`src/rtl/seq_generator.sv`:
```
// Serial pattern transmitter: sends a SEQ_W-bit pattern MSB-first, repeated
// a latched number of times, with optional fill-bit gaps between repetitions.
//
// state | meaning
// ------+-----------------------------------------------------------
// IDLE  | ready for start_i; outputs quiet, sent_cnt_o holds
// SEND  | shifting pattern bits out, one per clock
// GAP   | driving fill bits between repetitions
// DONE  | one-cycle done_o pulse, then back to IDLE
module seq_generator #(
    parameter int SEQ_W = 4,
    parameter int CNT_W = 4,
    parameter int GAP_W = 4
) (
    input  logic             clk_i,
    input  logic             rst_i,
    input  logic             start_i,
    input  logic             abort_i,
    input  logic [SEQ_W-1:0] ref_i,
    input  logic [CNT_W-1:0] reps_i,
    input  logic [GAP_W-1:0] gap_i,
    input  logic             fill_i,
    output logic             ready_o,
    output logic             bit_o,
    output logic             bit_vld_o,
    output logic             last_o,
    output logic             done_o,
    output logic [CNT_W-1:0] sent_cnt_o
);

    localparam int IDX_W = (SEQ_W > 1) ? $clog2(SEQ_W) : 1;
    localparam logic [IDX_W-1:0] LAST_IDX = IDX_W'(SEQ_W - 1);

    typedef enum logic [1:0] {
        S_IDLE = 2'd0,
        S_SEND = 2'd1,
        S_GAP  = 2'd2,
        S_DONE = 2'd3
    } state_t;

    state_t             r_state;
    state_t             w_state_nxt;
    logic [SEQ_W-1:0]   r_ref;
    logic [SEQ_W-1:0]   r_shift;
    logic [CNT_W-1:0]   r_reps;
    logic [GAP_W-1:0]   r_gap;
    logic               r_fill;
    logic [IDX_W-1:0]   r_bit_cnt;
    logic [GAP_W-1:0]   r_gap_cnt;
    logic [CNT_W-1:0]   r_sent_cnt;
    logic               w_accept;
    logic               w_pat_end;
    logic               w_last_rep;

    // r_bit_cnt counts down to the final pattern bit; r_sent_cnt doubles as the
    // repetition counter, so the last repetition is the one about to complete r_reps.
    assign w_pat_end  = (r_bit_cnt == '0);
    assign w_last_rep = ((r_sent_cnt + CNT_W'(1)) == r_reps);
    assign sent_cnt_o = r_sent_cnt;

    always_comb begin
        w_state_nxt = r_state;
        w_accept    = 1'b0;
        ready_o     = 1'b0;
        bit_o       = 1'b0;
        bit_vld_o   = 1'b0;
        last_o      = 1'b0;
        done_o      = 1'b0;
        case (r_state)
            S_IDLE: begin
                ready_o = 1'b1;
                if (start_i) begin
                    w_accept    = 1'b1;
                    w_state_nxt = (reps_i != '0) ? S_SEND : S_DONE;
                end
            end
            S_SEND: begin
                bit_vld_o = 1'b1;
                bit_o     = r_shift[SEQ_W-1];
                last_o    = w_pat_end && w_last_rep;
                if (w_pat_end) begin
                    if (w_last_rep)
                        w_state_nxt = S_DONE;
                    else if (r_gap != '0)
                        w_state_nxt = S_GAP;
                    else
                        w_state_nxt = S_SEND;
                end
            end
            S_GAP: begin
                bit_vld_o = 1'b1;
                bit_o     = r_fill;
                if (r_gap_cnt == '0)
                    w_state_nxt = S_SEND;
            end
            S_DONE: begin
                done_o      = 1'b1;
                w_state_nxt = S_IDLE;
            end
            default: w_state_nxt = S_IDLE;
        endcase
        if (abort_i && (r_state != S_IDLE))
            w_state_nxt = S_IDLE;
    end

    always_ff @(posedge clk_i) begin
        if (rst_i) begin
            r_state    <= S_IDLE;
            r_ref      <= '0;
            r_shift    <= '0;
            r_reps     <= '0;
            r_gap      <= '0;
            r_fill     <= 1'b0;
            r_bit_cnt  <= '0;
            r_gap_cnt  <= '0;
            r_sent_cnt <= '0;
        end else begin
            r_state <= w_state_nxt;
            if (w_accept) begin
                r_ref      <= ref_i;
                r_shift    <= ref_i;
                r_reps     <= reps_i;
                r_gap      <= gap_i;
                r_fill     <= fill_i;
                r_bit_cnt  <= LAST_IDX;
                r_sent_cnt <= '0;
            end else if (!abort_i) begin
                case (r_state)
                    S_SEND: begin
                        if (w_pat_end) begin
                            r_bit_cnt  <= LAST_IDX;
                            r_shift    <= r_ref;
                            r_sent_cnt <= r_sent_cnt + CNT_W'(1);
                            // preloaded every repetition; only consumed when a gap follows
                            r_gap_cnt  <= r_gap - GAP_W'(1);
                        end else begin
                            r_bit_cnt <= r_bit_cnt - IDX_W'(1);
                            r_shift   <= {r_shift[SEQ_W-2:0], 1'b0};
                        end
                    end
                    S_GAP:   r_gap_cnt <= r_gap_cnt - GAP_W'(1);
                    default: ;
                endcase
            end
        end
    end

endmodule

```
`config.mk`:
```
export PLATFORM = sky130hd
export DESIGN_NAME = seq_generator
export DESIGN_NICKNAME = d
export VERILOG_FILES = /design/src/rtl/seq_generator.sv
export SDC_FILE = /design/constraint.sdc
export NUM_CORES = 1
export LEC_CHECK = 0
export ABC_AREA = 1
export CORE_MARGIN = 5
export CORE_UTILIZATION = 47
export CTS_BUF_LIST = sky130_fd_sc_hd__clkbuf_16
export CTS_CLUSTER_SIZE = 28
export DETAILED_ROUTE_END_ITERATION = 16
export PLACE_DENSITY = 0.86
export SETUP_SLACK_MARGIN = 0.5
export SLEW_MARGIN = 20
export SYNTH_ARGS = -nofsm -noshare
export SYNTH_HDL_FRONTEND = slang
export SYNTH_SLANG_ARGS = --single-unit
```
`constraint.sdc`:
```
create_clock -name clk_i -period 1.7 [get_ports clk_i]
set_input_delay 0.51 -clock clk_i [delete_from_list [all_inputs] [get_ports clk_i]]
set_output_delay 0.51 -clock clk_i [all_outputs]
set_load 0.01 [all_outputs]
```
==> results of run 1 <==
==> timing repair <==
| item | 4_1_cts |
|---|---|
| pin swaps | 32 |
| resized for setup | 144 |
| buffers inserted | 8 |
| endpoints found under the hold margin | 0 |
| gates cloned | 4 |
| setup endpoints to repair | 38 |
==> cell families after synthesis <==
logic type	Yosys count	share of synthesized area
compound gates	55	0.195
flops	29	0.381
simple gates	87	0.248
buf+inv	34	0.0961
fa+ha+maj	7	0.0575
xor+xnor	4	0.0230
==> through the flow <==
stage,TNS [ps],hold WS (ps),instance area (µm²)
CTS,-432,470,2700
global placement,-744,452,2140
floorplan,0,443,1640
detailed placement,-1050,456,2140
==> qor.txt, run 1 <==
run status: stopped before the end
Exit stage: global routing (5_1_grt)
error that ended the run: [ERROR DPL-0038] Utilization greater than 100%, impossible to legalize
Mapped Area: 1520 µm²
synth cell count leaders: nand2_1 (43), dfxtp_1 (29), nor2_1 (26)
GP Congestion: 0.831
Seq/Total Area, Yosys: 0.381
Syn Inst Count: 216
Worst EP Category: primary output
Synth top area share: 0.381
Post-synth EDFFs: 0
Setup WS pre-CTS: -466 ps
top_reg_cell synth: dfxtp_1
synth warn: 0
syn avg cell area: 7.06 µm²
most frequent cell after synthesis: nand2_1
die width: 66.9 µm
CTS Buf Count: 5
row cnt: 20
placed instance count: 309
num ports: 26
CTS Hold Buffers Added: 0
H-tree depth: 2
clock sink count: 29
initial core utilization: 0.495
synth top area cells: dfxtp_1 (38%), nand2_1 (11%), o21ai_0 (7.6%), a21oi_1 (6.6%), nor2_1 (6.4%)
Root Buffer: clkbuf_16
Synth area leader: dfxtp_1
clk buf depth: 2
Die Y: 66.9 µm
# port buffers: 25
FF+latch count, synth: 29
pin count of the biggest net entering global routing: 13
DP HPWL: 3.00 mm
async set-reset flop share out of synthesis: 0
Crit. endpoint post-GRT repair: last_o
count of cell types in the netlist: 28
Mapped Nets: 240
==> run 2: changes to the inputs <==
- CORE_UTILIZATION: 47 -> 35
- CTS_BUF_LIST: sky130_fd_sc_hd__clkbuf_16 -> not set
- CTS_CLUSTER_SIZE: 28 -> not set
- PLACE_DENSITY: 0.86 -> not set
- PLACE_DENSITY_LB_ADDON: not set -> 0.15
- SETUP_SLACK_MARGIN: 0.5 -> not set
- clock period: 1.7 -> 2.2 ns (I/O delays scaled with it)
==> qor.txt, run 2 <==
run status: completed
Worst-Margin Slew: 442 ps
initial DRC count: 51
GRT overflow: 0
Syn Inst Count: 216 (unchanged)
die width: 76.0 µm (+14%)
Slew headroom: 0.703
clock sink count: 29 (unchanged)
WP data required: 1540 ps
initial core utilization: 0.355 (-0.140)
syn avg cell area: 7.06 µm² (unchanged)
# port buffers: 25 (unchanged)
CTS tree: yes
Max Clk Rate: 459 MHz
multi-input logic area: 840 µm²
CTS clk-pin slew, worst paths: 60 ps
Post-DRT Antenna Nets: 0
DP HPWL: 2.88 mm (-4.0%)
fin crit period: 2180 ps
most common cell after layout, fill and taps aside: nand2_1
Final Hold Viols: 0
worst r2r src: r_state[0]
H-tree depth: 2 (unchanged)
crit-path max FO: 2
FF-to-FF path depth: 8
Post-synth EDFFs: 0 (unchanged)
Routed WL: 3.78 mm
pwr/cell area: 1130 nW/µm²
GP Congestion: 0.802 (-3.4%)
Core ar.: 4290 µm²
Reg2Reg Capture Point: r_gap_cnt[2]
HP Class: flop to flop
HP Start: r_ref[3]
FF+latch area: 584 µm²
# diodes: 0
First-pass DRT Iterations: 4
clk buf depth: 2 (unchanged)
vias in the first global route: 1434
synth top area cells: dfxtp_1 (38%), nand2_1 (11%), o21ai_0 (7.6%), a21oi_1 (6.6%), nor2_1 (6.4%)
Worst-Skew Late Latency: 280 ps
number of max-cap violations: 0
number of fill cells in the layout: 444
pin count of the biggest net entering global routing: 21
Seq/Total Area, Yosys: 0.381 (unchanged)
Mapped Area: 1520 µm² (unchanged)
Root Buffer: clkbuf_8
Die Y: 76.0 µm (+14%)
Hold Path Cell Cnt: 2
hold path endpoint: r_ref[3]
vias per cell: 4.71
crit start category: flop
WL/cell: 12.1 µm
top_reg_cell synth: dfxtp_1
worst path arrival time: 1520 ps
final period utilization: 0.991
CTS Buf Count: 5 (unchanged)
commonest non-fill, non-tap cells in the layout: nand2_1 (43), dfxtp_1 (26), inv_1 (25), nor2_1 (25), o21ai_0 (23)
Vias: 1468
count of cell types in the netlist: 28 (unchanged)
synth cell count leaders: nand2_1 (43), dfxtp_1 (29), nor2_1 (26)
Worst Setup End Kind: output port
Synth top area share: 0.381 (unchanged)
Mapped Nets: 240 (unchanged)
drt drc: 0
initial antenna violation count: 0
num ports: 26 (unchanged)
GRT Overall Usage: 0.137
synth warn: 0 (unchanged)
FF+latch count, synth: 29 (unchanged)
Core Util, Final: 0.479
fraction of layout cells with a size suffix above 1: 0.169
P_leak: 0.885 nW
Net count, final: 284
async set-reset flop share out of synthesis: 0 (unchanged)
Slew Viols, Final: 0
VDD IR max: 0.524 mV
CP Class: flop to output port
first-pass GRT wire length: 6.65 mm
Synth area leader: dfxtp_1
most frequent cell after synthesis: nand2_1
Layout area overhead: 35.1%
TNS Setup: 0 ps
FF-to-FF setup slack: 550 ps
Die ar.: 5770 µm²
RSZ-0062 raised after global routing: yes
setup violation total in the final timing report: 0
Layout Skew: 7.57 ps
row cnt: 24 (+20%)
==> run 2: cell families (layout without fill, tap and decap cells) <==
logic type	Yosys count	count (layout)	synth area share
adders and majority gates	7	7	0.0575
buffers and inverters	34	78	0.0961
and+or+nand+nor	87	87	0.248
AOI/OAI and AO/OA	55	55	0.195
xor gates and xnor gates	4	4	0.0230
DFF	29	29	0.381
==> run 2: layer usage <==
metal  track usage  up-vias  wire (µm)
li1              -      793          -
met1         0.183      640       1850
met2         0.211       31       1710
met3        0.0496        4        179
met4        0.0320        0         39
met5             0        -          0
==> run 2: how the worst max path moves through the flow <==
stage / slack, ps / startpoint / to
CTS: -9 / sent_cnt_o[1] / last_o
detailed placement: -190 / sent_cnt_o[0] / last_o
finish: 20 / sent_cnt_o[1] / last_o
floorplan: 240 / sent_cnt_o[0] / last_o
global placement: -210 / sent_cnt_o[0] / last_o
global route: -90 / sent_cnt_o[1] / last_o
==> run 2: timing repair <==
item,4_1_cts,5_1_grt
gates resized for setup,10,8
setup buffers,0,0
hold buffers,0,0
endpoints found under the setup margin,4,4
pin swaps,6,5
==> run 2: power by group <==
group          internal [mW]  switching (mW)  total [mW]
Sequential             0.681          0.0809       0.762
Combinational          0.500           0.632        1.13
Clock                  0.248           0.193       0.441
Total                   1.43           0.906        2.33
==> run 2: critical path, cell delays in order (launching register included) <==
cell	delay, ps
dfxtp_2	330
ha_4	270
xnor2_2	100
nand2_1	80
nor2_2	140
nand3_2	110
nor2_2	90
buf_2	130
==> run 2: layout make-up <==
type	instances	share of cell area
inverter	28	0.0511
sequential	29	0.284
timing repair buffer	43	0.184
multi-input combinational	153	0.408
clock buffer	7	0.0419
tap	52	0.0316
==> run 2: metrics by stage <==
stage               area, µm²  total power [mW]  hold WS [ps]  cells  setup WS [ps]
CTS                      2030              2.32           466    312          -8.55
floorplan                1520              1.51           443    216            239
finish                   2060              2.33           464    312           20.5
global placement         1930              1.86           453    305           -209
global route             2060              2.56           479    312          -89.8
detailed placement       1930              1.87           458    305           -190
Note: power is estimated with default switching activity, not from simulation.
==> run 3: changes to the inputs <==
- CTS_BUF_LIST: not set -> sky130_fd_sc_hd__clkbuf_8
==> qor.txt, run 3 (synthesis gave the netlist of run 2 again) <==
RSZ-0062 raised after global routing: yes
Routed WL: 3.77 mm (-0.16%)
final hold slack: 465 ps (+0.589 ps)
Max Clk Rate: 459 MHz (about the same)
Slew Viols, Final: 0 (unchanged)
Layout area overhead: 35.1% (unchanged)
CTS clk-pin slew, worst paths: 60 ps (about the same)
Net count, final: 284 (unchanged)
clock sink count: 29 (unchanged)
# diodes: 0 (unchanged)
die width: 76.0 µm (unchanged)
final period utilization: 0.990 (about the same)
Core Util, Final: 0.479 (unchanged)
GRT Overall Usage: 0.137 (unchanged)
First-pass DRT Iterations: 4 (unchanged)
VDD IR max: 0.526 mV (+0.45%)
row cnt: 24 (unchanged)
Worst Setup End Kind: output port
WL/cell: 12.1 µm (-0.16%)
HP Class: flop to flop
Die ar.: 5770 µm² (unchanged)
CTS Buf Count: 5 (unchanged)
DP HPWL: 2.88 mm (unchanged)
crit start category: flop
fraction of layout cells with a size suffix above 1: 0.169 (unchanged)
number of max-cap violations: 0 (unchanged)
CTS tree: yes
Root Buffer: clkbuf_8
H-tree depth: 2 (unchanged)
P_leak: 0.889 nW (+0.47%)
Worst-Skew Late Latency: 280 ps (about the same)
Vias: 1467 (-0.068%)
Slew headroom: 0.708 (+0.00506)
initial core utilization: 0.355 (unchanged)
GP Congestion: 0.802 (unchanged)
Worst-Margin Slew: 435 ps (-7.52 ps)
Final Hold Viols: 0 (unchanged)
Die Y: 76.0 µm (unchanged)
pwr/cell area: 1130 nW/µm² (-0.25%)
initial antenna violation count: 0 (unchanged)
most common cell after layout, fill and taps aside: nand2_1
crit-path max FO: 2 (unchanged)
initial DRC count: 40 (-22%)
total chip power: 2.33 mW (-0.25%)
setup bufs post-CTS: 0 (unchanged)
Layout Skew: 5.61 ps (-1.96 ps)
fin crit period: 2180 ps (-1.58 ps)
# port buffers: 25 (unchanged)
WP data required: 1540 ps (about the same)
Core ar.: 4290 µm² (unchanged)
commonest non-fill, non-tap cells in the layout: nand2_1 (43), inv_1 (26), dfxtp_1 (26), nor2_1 (25), o21ai_0 (23)
vias in the first global route: 1434 (unchanged)
clk buf depth: 2 (unchanged)
setup violation total in the final timing report: 0 (unchanged)
Post-DRT Antenna Nets: 0 (unchanged)
GRT overflow: 0 (unchanged)
vias per cell: 4.70 (about the same)
first-pass GRT wire length: 6.65 mm (unchanged)
run status: completed
drt drc: 0 (unchanged)
CP Class: flop to output port
worst path arrival time: 1520 ps (about the same)
pin count of the biggest net entering global routing: 21 (unchanged)
num ports: 26 (unchanged)
==> run 3: changes by cell type in the layout (fill, tap and decap cells not counted), sizes merged <==
cell | before | now
inv | 28 | 29
clkbuf | 8 | 7
==> run 3: area by class of cell <==
class | instances | area [µm²]
fillers | 444 | 2240
multi-input cells | 153 | 840
flip-flops and latches | 29 | 584
repair buffers | 43 | 378
inverters | 28 | 105
clock buffers | 6 | 82.6
well taps | 52 | 65.1
clock inverters | 1 | 3.75
==> run 3: layer usage <==
metal  track usage  part of all wire  vias up
li1              -                 -      795
met1         0.183              0.49      633
met2         0.211              0.45       35
met3        0.0496             0.048        4
met4        0.0320             0.010        0
met5             0                 0        -
==> run 3: worst paths after layout <==
| check | cells after the start | to | slack (ps) | from |
|---|---|---|---|---|
| setup / recovery | 7 | last_o | 20 | sent_cnt_o[1] |
| hold / removal | 2 | r_ref[3] | 460 | r_ref[3] |
| setup reg to reg | 8 | r_gap_cnt[2] | 550 | r_state[0] |
| hold reg to reg | 2 | r_ref[3] | 460 | r_ref[3] |
==> run 3: worst max-delay path, cell delays in order (launching register included) <==
cell     delay, ps
dfxtp_2        330
ha_4           270
xnor2_2        100
nand2_1         80
nor2_2         140
nand3_2        110
nor2_2          90
buf_2          130
==> run 3: what timing repair did <==
item	CTS	global route
setup endpoints to repair	4	4
gates resized for setup	10	8
hold buffers	0	0
pin swaps	6	5
cloned	0	0
==> run 3: where the power goes <==
part	internal [mW]	switching, mW
sequential	0.681	0.0816
combinational	0.500	0.631
clock	0.243	0.191
==> run 3: metrics by stage <==
step                      setup WS [ps]  setup TNS [ps]  instance area [µm²]  std cells
after floorplan                     239               0                 1520        216
after global placement             -209            -209                 1930        305
after detailed placement           -190            -190                 1930        305
after CTS                         -8.55           -8.55                 2030        312
after global routing              -89.8           -89.8                 2060        312
final                              22.1               0                 2060        312
==> run 4: changes to the inputs <==
- CORE_MARGIN: 5 -> 1
==> qor.txt, run 4 (synthesis gave the netlist of run 2 again) <==
num ports: 26 (unchanged)
clk buf depth: 2 (unchanged)
DP HPWL: 2.72 mm (-5.6%)
Setup WS pre-CTS: -170 ps (+19.3 ps)
number of fill cells in the layout: 429 (-3.4%)
WL met3: 154 µm (-14%)
M1 WL: 1.81 mm (-3.0%)
RSZ-0062 raised after global routing: yes
Routed WL: 3.62 mm (-4.1%)
Post-DRT Antenna Nets: 0 (unchanged)
First-pass DRT Iterations: 4 (unchanged)
most common cell after layout, fill and taps aside: nand2_1
GRT overflow: 0 (unchanged)
Layout area overhead: 35.4%
Root Buffer: clkbuf_8
pin count of the biggest net entering global routing: 21 (unchanged)
CP Class: flop to output port
run status: completed
CTS Buf Count: 5 (unchanged)
WP data required: 1540 ps (about the same)
Max Clk Rate: 461 MHz (+0.32%)
pwr/cell area: 1120 nW/µm² (-0.71%)
GRT Overall Usage: 0.179 (+0.0417)
first-pass GRT wire length: 6.03 mm (-9.3%)
VDD IR max: 0.564 mV (+7.2%)
Core ar.: 4090 µm² (-4.8%)
Highest Signal Layer: met4
final period utilization: 0.987 (-0.00319)
Vias: 1506 (+2.7%)
CTS Hold Buffers Added: 0 (unchanged)
drt drc: 0 (unchanged)
Worst-Skew Late Latency: 280 ps (about the same)
# diodes: 0 (unchanged)
vias per cell: 4.83 (+2.7%)
WL met2: 1.60 mm (-5.1%)
Net count, final: 286 (+0.70%)
Die Y: 68.0 µm (-11%)
GP Congestion: 0.778 (-3.0%)
WL/cell: 11.6 µm (-4.1%)
fraction of layout cells with a size suffix above 1: 0.172 (+0.00252)
row cnt: 23 (-4.2%)
die width: 68.0 µm (-11%)
Layout Skew: 4.87 ps (-0.735 ps)
commonest non-fill, non-tap cells in the layout: nand2_1 (42), inv_1 (26), nor2_1 (26), dfxtp_1 (26), o21ai_0 (23)
H-tree depth: 2 (unchanged)
Final Hold Viols: 0 (unchanged)
Worst Setup End Kind: output port
Worst-Margin Slew: 396 ps (-38.2 ps)
Slew headroom: 0.733 (+0.0257)
Slew Viols, Final: 0 (unchanged)
crit start category: flop
HP Class: flop to flop
initial antenna violation count: 0 (unchanged)
clock sink count: 29 (unchanged)
CTS clk-pin slew, worst paths: 60 ps (about the same)
fin crit period: 2170 ps (-7.03 ps)
number of max-cap violations: 0 (unchanged)
worst path arrival time: 1510 ps (about the same)
TNS Setup: 0 ps (unchanged)
vias in the first global route: 1394 (-2.8%)
CTS tree: yes
P_leak: 0.897 nW (+0.96%)
worst setup margin: 29.1 ps (+7.03 ps)
setup violation total in the final timing report: 0 (unchanged)
# port buffers: 25 (unchanged)
initial DRC count: 58 (+45%)
initial core utilization: 0.373 (+0.0180)
Die ar.: 4620 µm² (-20%)
crit-path max FO: 2 (unchanged)
-- run 4: cell count changes in the layout (fill, tap and decap cells not counted) --
cell and delta:
nor2_2 -1, xnor2_1 +1, nand2_1 -1, xnor2_2 -1, nand2_2 +1, buf_4 +2
nor2_1 +1
-- run 4: timing repair --
action | in CTS | in global routing
endpoints found under the setup margin | 3 | 4
pin swaps | 6 | 0
hold endpoints to repair | 0 | 0
resized for setup | 10 | 7
gates cloned | 0 | 0
setup buffers | 1 | 0
-- run 4: cell type report --
cell class	count	area, µm²	share of cell area
clock inverters	1	3.75	0.00182
inverters	28	105	0.0509
multi-input cells	153	832	0.403
well taps	50	62.6	0.0303
flip-flops and latches	29	584	0.283
repair buffers	45	393	0.190
clock buffers	6	82.6	0.0400
-- run 4: worst paths after layout --
kind / from / slack [ps] / cells past startpoint / to
worst max-delay path: sent_cnt_o[1] / 30 / 7 / last_o
worst min-delay path: r_bit_cnt[1] / 460 / 2 / r_bit_cnt[1]
worst max register to register: r_state[0] / 560 / 8 / r_gap_cnt[2]
worst min register to register: r_bit_cnt[1] / 460 / 2 / r_bit_cnt[1]
-- run 4: critical path, stage by stage (launching register included) --
cell and delay (ps):
dfxtp_2 330, ha_4 240, xnor2_1 140, nand2_1 80
nor2_2 120, nand3_2 90, nor2_1 100, buf_2 140
-- run 4: where the power goes --
| group | leakage (nW) | switching, mW | internal (mW) |
|---|---|---|---|
| sequential | 0.240 | 0.0784 | 0.680 |
| combinational | 0.609 | 0.622 | 0.494 |
| clock | 0.0485 | 0.199 | 0.243 |
| total | 0.897 | 0.899 | 1.42 |
-- run 4: layer usage --
layer / vias to the layer above / GRT usage
li1: 791 / -
met2: 28 / 0.278
met5: - / 0
met4: 0 / 0.0833
met1: 681 / 0.223
met3: 6 / 0.0567
-- run 4: per-stage QoR --
step                      hold slack [ps]  utilization  power [mW]  instance area (µm²)  cells
after CTS                             464        0.501        2.32                 2050    312
after detailed placement              455        0.474        1.86                 1940    304
after global routing                  491        0.505        2.52                 2060    312
after global placement                455        0.474        1.85                 1940    304
final                                 462        0.505        2.32                 2060    312
after floorplan                       443            -        1.51                 1520    216
